## src/rtl/pwm_multi_channel.sv

```systemverilog
// N-channel PWM with one shared period counter, edge/center alignment and a
// shadow config that is only committed at period boundaries or on start.
module pwm_multi_channel #(
  parameter int NUM_CH = 4,
  parameter int CNT_W  = 8
) (
  input  logic                    CLK_I,
  input  logic                    RST_I,
  input  logic                    EN_I,
  input  logic                    LOAD_I,
  input  logic [CNT_W-1:0]        PERIOD_I,
  input  logic                    MODE_I,
  input  logic [NUM_CH*CNT_W-1:0] DUTY_CYCLE_I,
  output logic                    BUSY_O,
  output logic                    PEND_O,
  output logic                    PERIOD_DONE_O,
  output logic [NUM_CH-1:0]       PWM_OUT_O
);
  localparam logic [1:0]       S_IDLE = 2'd0;
  localparam logic [1:0]       S_RUN  = 2'd1;
  localparam logic [1:0]       S_STOP = 2'd2;
  localparam logic [CNT_W-1:0] ONE    = CNT_W'(1);

  typedef struct packed {
    logic [CNT_W-1:0]             per;
    logic                         mode;
    logic [NUM_CH-1:0][CNT_W-1:0] duty;
  } cfg_t;

  cfg_t             act_q, shd_q, cfg_in;
  logic [1:0]       state_q, state_d;
  logic [CNT_W-1:0] cnt_q, cnt_d, per_eff;
  logic             dn_q, dn_d, pend_q, done_q;
  logic             busy, bnd, apply;
  logic [NUM_CH-1:0] pwm_d, pwm_q;

  assign cfg_in = {PERIOD_I, MODE_I, DUTY_CYCLE_I};

  // Center mode treats P=0 as P=1; with P=1 there is no down leg, so the
  // boundary is simply the top of the count.
  always_comb begin
    busy    = (state_q != S_IDLE);
    per_eff = (act_q.mode && act_q.per == '0) ? ONE : act_q.per;
    if (!act_q.mode)         bnd = (cnt_q == act_q.per);
    else if (per_eff == ONE) bnd = (cnt_q == ONE);
    else                     bnd = dn_q && (cnt_q == ONE);
    apply = (state_q == S_IDLE && EN_I) || (busy && bnd);
  end

  always_comb begin
    cnt_d = cnt_q;
    dn_d  = dn_q;
    if (!busy || bnd) begin
      cnt_d = '0;
      dn_d  = 1'b0;
    end else if (act_q.mode && (dn_q || cnt_q == per_eff)) begin
      cnt_d = cnt_q - ONE;
      dn_d  = 1'b1;
    end else begin
      cnt_d = cnt_q + ONE;
    end
  end

  always_comb begin
    state_d = state_q;
    case (state_q)
      S_IDLE:  if (EN_I) state_d = S_RUN;
      S_RUN:   if (!EN_I) state_d = S_STOP;
      S_STOP:  if (EN_I) state_d = S_RUN;
               else if (bnd) state_d = S_IDLE;
      default: state_d = S_IDLE;
    endcase
  end

  always_comb begin
    pwm_d = '0;
    for (int i = 0; i < NUM_CH; i++)
      pwm_d[i] = busy && (cnt_q < act_q.duty[i]);
  end

  always_ff @(posedge CLK_I or posedge RST_I) begin
    if (RST_I) begin
      state_q <= S_IDLE;
      cnt_q   <= '0;
      dn_q    <= 1'b0;
      done_q  <= 1'b0;
      pwm_q   <= '0;
    end else begin
      state_q <= state_d;
      cnt_q   <= cnt_d;
      dn_q    <= dn_d;
      done_q  <= busy && bnd;
      pwm_q   <= pwm_d;
    end
  end

  // A load landing on an apply cycle bypasses the shadow and never raises pend.
  always_ff @(posedge CLK_I or posedge RST_I) begin
    if (RST_I) begin
      act_q.per  <= '1;
      act_q.mode <= 1'b0;
      act_q.duty <= '0;
      shd_q      <= '0;
      pend_q     <= 1'b0;
    end else begin
      if (LOAD_I) shd_q <= cfg_in;
      if (apply) begin
        if (LOAD_I)      act_q <= cfg_in;
        else if (pend_q) act_q <= shd_q;
        pend_q <= 1'b0;
      end else if (LOAD_I) begin
        pend_q <= 1'b1;
      end
    end
  end

  assign BUSY_O        = busy;
  assign PEND_O        = pend_q;
  assign PERIOD_DONE_O = done_q;
  assign PWM_OUT_O     = pwm_q;
endmodule

```

## config.mk

```make
export PLATFORM = sky130hd
export DESIGN_NAME = pwm_multi_channel
export DESIGN_NICKNAME = d
export VERILOG_FILES = /design/src/rtl/pwm_multi_channel.sv
export SDC_FILE = /design/constraint.sdc
export NUM_CORES = 1
export LEC_CHECK = 0
export ABC_CLOCK_PERIOD_IN_PS = 8700
export CAP_MARGIN = 30
export CELL_PAD_IN_SITES_DETAIL_PLACEMENT = 1
export CELL_PAD_IN_SITES_GLOBAL_PLACEMENT = 2
export CORE_UTILIZATION = 24
export DETAILED_ROUTE_END_ITERATION = 12
export HOLD_SLACK_MARGIN = 0.08
export PLACE_DENSITY_LB_ADDON = 0.1
export SLEW_MARGIN = 20
export SYNTH_ARGS = -nofsm -noshare
export SYNTH_HDL_FRONTEND = slang
export SYNTH_SLANG_ARGS = --single-unit
```

## constraint.sdc

```tcl
create_clock -name CLK_I -period 8.7 [get_ports CLK_I]
set_clock_uncertainty 0.2 [all_clocks]
set_input_delay 1.305 -clock CLK_I [delete_from_list [all_inputs] [get_ports CLK_I]]
set_output_delay 1.305 -clock CLK_I [all_outputs]
set_load 0.01 [all_outputs]
```

==> results of run 1 <==
[cell families after synthesis]
kind of cell               count (synthesis)  share of synthesized area
DFF                                       99                      0.525
adders and majority gates                 31                     0.0819
buffers and inverters                     53                     0.0491
xor gates and xnor gates                   4                    0.00739
AOI/OAI and AO/OA                         54                     0.0790
and+or+nand+nor                           56                     0.0626
muxes                                     82                      0.195
[synth_stat cells, drive strengths merged, types with 2 or more instances]
library cell | n | share of area
nor2 | 16 | 0.013
nor3b | 3 | 0.0048
nor3 | 6 | 0.0063
inv | 41 | 0.032
buf | 5 | 0.011
a21oi | 13 | 0.014
ha | 31 | 0.082
o211a | 4 | 0.0085
nand2 | 6 | 0.0048
xnor2 | 4 | 0.0074
o21ai | 13 | 0.014
clkbuf | 7 | 0.0055
a21boi | 5 | 0.0079
mux2 | 82 | 0.19
or3 | 2 | 0.0026
nor4 | 5 | 0.0066
nand3 | 9 | 0.0095
or4 | 2 | 0.0048
dfstp | 8 | 0.044
dfrtp | 91 | 0.48
a2111oi | 4 | 0.0074
o21a | 6 | 0.0095
[power groups by stage]
stage | Combinational, mW | Clock, mW | Sequential (mW)
global placement | 0.347 | 0 | 0.663
floorplan | 0.263 | 0 | 0.627
CTS | 0.358 | 0.436 | 0.657
global route | 0.401 | 0.450 | 0.671
finish | 0.345 | 0.413 | 0.652
detailed placement | 0.356 | 0 | 0.665
[layout make-up]
class / instances / area, sq um / area share
clock buffers: 12 / 256 / 0.0439
clock inverters: 4 / 48.8 / 0.00835
inverters: 41 / 156 / 0.0267
multi-input cells: 227 / 2020 / 0.345
flip-flops and latches: 99 / 2490 / 0.425
well taps: 265 / 332 / 0.0567
repair buffers: 54 / 548 / 0.0937
[registers in the layout (all words and copies together), names as in the netlist]
signal         flops
PWM_OUT_O          4
PEND_O             1
cnt_q              8
act_q             41
state_q            2
shd_q             41
PERIOD_DONE_O      1
dn_q               1
[stage by stage]
step	utilization	std cells	area (sq um)
after floorplan	-	379	4740
after detailed placement	0.286	686	5540
final	0.301	702	5850
after global routing	0.301	702	5850
after CTS	0.301	702	5850
after global placement	0.284	685	5510
[worst paths after layout]
check,startpoint,end
min in group asynchronous,RST_I,PWM_OUT_O[0]$_DFF_PP0_
setup reg to reg,cnt_q[2]$_DFF_PP0_,act_q[21]$_DFFE_PP0P_
hold reg to reg,act_q[25]$_DFFE_PP0P_,act_q[25]$_DFFE_PP0P_
max in group asynchronous,RST_I,act_q[19]$_DFFE_PP0P_
hold / removal,act_q[25]$_DFFE_PP0P_,act_q[25]$_DFFE_PP0P_
setup / recovery,cnt_q[2]$_DFF_PP0_,act_q[21]$_DFFE_PP0P_
[layer usage]
metal,up-vias,GRT usage,part of all wire
li1,1446,-,-
met1,1563,0.154,0.48
met2,46,0.193,0.47
met3,13,0.0209,0.029
met4,0,0.0656,0.024
met5,-,0,0
==> run_results.csv, run 1 <==
group,metric,value,unit
power,power_frac_comb,0.245,
logic_synthesis,mappedNetlistArea,4740,sq um
logic_synthesis,synth_cells,379,
timing,max_freq,275,MHz
logic_synthesis,syn_avg_cell_area,12.5,sq um
cts,tritoncts,"done",
setup_path,crit_path_start_kind,"flip-flop",
timing,setup_slack,5.06,ns
routing,drtAntennaViolNets,0,
setup_path,worstPathArrival,3.66,ns
power,pwr-share-clk,0.293,
timing,layout_min_cycle_time,3.64,ns
routing,dr_total_vias,3068,
timing,worstMarginPinSlew,0.673,ns
finish,syn2layout_area_growth,23.4,%
placed_design,dp_hpwl,7460,microns
cts,clk_pin_slew,0.07,ns
routing,drt-pass1-iter-count,4,
setup_path,reg2reg_slack,5.06,ns
global_route,antenna_found_initial,0,
power,swShare,0.300,
worst_hold_path,hold_class,"reg2reg",
setup_path,critPathSlowestCell,"and3b_2",
timing,maxSlewHeadroom,0.550,
logic_synthesis,synth_ff_type,"dfrtp_1",
floorplan,start_util,0.244,
setup_path,crit_fanout,22,
finish,nNetsFinal,508,
outcome,status,"finished, final reports clean",
cts,post_cts_buffers,0,
setup_path,slowest_delay,0.70,ns
logic_synthesis,ys_types,41,
logic_synthesis,ys_seq_area_frac,0.525,
timing,setup_viol,0,
worst_hold_path,holdPathStages,1,
cts,cts_resized,0,
floorplan,die_w,142,microns
power,seq_power_share,0.462,
cts,cts_buffers,9,
power,leakage,2.56,nW
finish,final_cell_mix,"dfrtp_1 (91), clkdlybuf4s50_1 (50), mux2_2 (42), inv_1 (40), mux2_1 (40)",
floorplan,row_count,51,
setup_path,critPathCaptureType,"flip-flop",
global_route,grt_usage,0.121,
floorplan,pin_count,52,
routing,wl,10900,microns
timing,rsz0062_at_grt,"false",
setup_path,path_buf_inv,2,
logic_synthesis,synth-edff-count,0,
run,drv_cap,0,
floorplan,die_area,20300,sq um
placed_design,pre_cts_ws,4.98,ns
floorplan,coreArea,19400,sq um
power,p_total,1.41,mW
global_route,grt_overflow_total,0,
logic_synthesis,ys_ff_latch,99,
placed_design,io_buffers,51,
floorplan,die_h,142,microns
power,ir_drop,0.0000744,V
power,internal-power,987,uW
setup_path,path_cells,"inv_1 > o22ai_1 > or4_4 > o21a_1 > nand2_1 > and3b_2 > buf_16 > mux2_1",
global_route,grt_pass1_wl,18200,microns
routing,first_iter_violations,107,
finish,final_common_cell,"dfrtp_1",
timing,holdWs,0.287,ns
global_route,grt_start_max_net_pins,53,
cts,htree_levels,3,
setup_path,cp_top_family,"simple AND/OR/NAND/NOR gates",
routing,via_per_inst,4.37,
timing,hold_violations,0,
timing,slew_violations,0,
cts,hold_buffers,0,
finish,insertedDiodeCount,0,
cts,root_buffer,"clkbuf_16",
finish,drive_gt1_frac,0.169,
cts,cts.sinks,99,
logic_synthesis,synth_warnings,0,
logic_synthesis,synth_nets,455,
power,p_per_area,241,nW/um^2
setup_path,crit_cells,8,
routing,drc_errors,0,
logic_synthesis,async_reset_ff_frac,1.00,
timing,period_share,0.418,
cts,clkLatencyLatePin,0.35,ns
setup_path,cp_data_required_time,8.73,ns
routing,wl_per_cell,15.5,microns
timing,tns,0,ns
cts,clock_path_buffers,2,
power,p_switching,423,uW
placed_design,place_congestion,0.757,
setup_path,r2r_cells,8,
global_route,grt_pass1_vias,3365,
setup_path,crit_type,"reg2reg",
finish,fillers,2154,
No activity file was read; power rests on OpenSTA's default activity.
==> inputs of run 2 (changes only) <==
ABC_CLOCK_PERIOD_IN_PS = 3200   (was 8700)
clock period = 3.2 ns   (was 8.7 ns; I/O delays follow)
==> run_results.csv, run 2 (synthesis gave the netlist of run 1 again) <==
group,metric,value,unit
run,drv_cap,0,
finish,syn2layout_area_growth,25.5,%
routing,wl,11000,microns
global_route,grt_usage,0.122,
floorplan,die_w,142,microns
floorplan,start_util,0.244,
finish,top_regs,"act_q x41, shd_q x41, cnt_q x8",
finish,design_area,5950,sq um
setup_path,cp_data_required_time,3.23,ns
finish,nNetsFinal,517,
outcome,status,"finished, final reports clean",
placed_design,dp_cells,695,
floorplan,die_h,142,microns
global_route,antenna_found_initial,0,
cts,post_cts_buffers,0,
finish,stdcell_count,711,
cts,cts_resized,0,
finish,fillers,2142,
global_route,grt_overflow_total,0,
placed_design,place_congestion,0.783,
finish,drive_gt1_frac,0.186,
timing,setup_viol,0,
cts,root_buffer,"clkbuf_16",
routing,via_per_inst,4.39,
setup_path,crit_fanout,41,
finish,final_cell_mix,"dfrtp_1 (91), clkdlybuf4s50_1 (50), mux2_2 (42), inv_1 (40), mux2_1 (40)",
setup_path,path_cells,"or4_4 > nor4_1 > o21ai_1 > o21a_1 > nand2_1 > and3b_2 > buf_12 > mux2_1",
power,ir_drop,0.000250,V
setup_path,critPathCaptureType,"flip-flop",
routing,first_iter_violations,125,
cts,cts_buffers,9,
power,p_total,3.98,mW
setup_path,slowest_delay,0.59,ns
setup_path,critPathSlowestCell,"or4_4",
routing,drtAntennaViolNets,0,
timing,maxSlewHeadroom,0.575,
timing,max_freq,351,MHz
timing,slew_violations,0,
power,p_per_area,669,nW/um^2
cts,hold_buffers,0,
floorplan,die_area,20300,sq um
cts,cts.sinks,99,
cts,htree_levels,3,
timing,layout_min_cycle_time,2.85,ns
worst_hold_path,hold_class,"in2reg",
global_route,grt_pass1_wl,18600,microns
floorplan,row_count,51,
routing,drc_errors,0,
cts,clock_path_buffers,2,
finish,final_common_cell,"dfrtp_1",
routing,wl_per_cell,15.4,microns
finish,insertedDiodeCount,0,
timing,tns,0,ns
cts,clk_pin_slew,0.07,ns
finish,multiInputGateArea,2020,sq um
worst_hold_path,holdPathStages,3,
setup_path,worstPathArrival,2.88,ns
routing,dr_total_vias,3123,
cts,clkLatencyLatePin,0.35,ns
setup_path,crit_path_start_kind,"flip-flop",
floorplan,coreArea,19400,sq um
floorplan,pin_count,52,
setup_path,crit_type,"reg2reg",
timing,rsz0062_at_grt,"false",
cts,tritoncts,"done",
placed_design,io_buffers,51,
power,leakage,2.61,nW
setup_path,r2r_cells,8,
routing,drt-pass1-iter-count,6,
finish,area.sequential,2490,sq um
timing,worstMarginPinSlew,0.621,ns
placed_design,placed_area,5620,sq um
timing,hold_violations,0,
global_route,grt_pass1_vias,3404,
timing,holdWs,0.263,ns
global_route,grt_start_max_net_pins,100,
timing,period_share,0.890,
placed_design,dp_hpwl,7590,microns
==> run 2: worst paths after layout <==
kind	start	end	slack [ns]
max	cnt_q[5]$_DFF_PP0_	act_q[27]$_DFFE_PP0P_	0.35
min	LOAD_I	PEND_O$_DFFE_PP0P_	0.26
max reg2reg	cnt_q[5]$_DFF_PP0_	act_q[27]$_DFFE_PP0P_	0.35
min reg2reg	act_q[25]$_DFFE_PP0P_	act_q[25]$_DFFE_PP0P_	0.29
max in group asynchronous	RST_I	act_q[39]$_DFFE_PP1P_	1.94
min in group asynchronous	RST_I	shd_q[10]$_DFFE_PP0P_	0.43
==> run 2: per-layer routing <==
metal,wire (microns),part of all wire,global-route usage
met5,0,0,0
met3,391,0.036,0.0276
met2,5090,0.46,0.196
met4,157,0.014,0.0424
met1,5320,0.49,0.162
==> run 2: cell type report <==
class,instances,share of cell area
clock buffer,12,0.0431
inverter,41,0.0265
clock inverter,4,0.0124
tap,265,0.0558
multi-input combinational,227,0.339
timing repair buffer,63,0.104
sequential,99,0.418
==> run 2: critical path: cells and delay by family, from the launching register on <==
kind / cells / cell delay (ns)
AOI/OAI and AO/OA: 2 / 0.26
DFF: 1 / 0.51
buffers and inverters: 1 / 0.23
muxes: 1 / 0.36
and+or+nand+nor: 4 / 1.13
==> run 2: stage by stage <==
| stage | util | worst slack [ns] |
|---|---|---|
| after global placement | 0.289 | 0.371 |
| after detailed placement | 0.289 | 0.303 |
| after CTS | 0.307 | 0.285 |
| after global routing | 0.307 | 0.209 |
| after floorplan | - | 0.618 |
| final | 0.307 | 0.351 |
==> run 2: power by group <==
part           internal, mW  total [mW]  switching, mW
sequential             1.56        1.72          0.169
combinational         0.516        1.04          0.524
clock                 0.729        1.22          0.487
total                  2.80        3.98           1.18
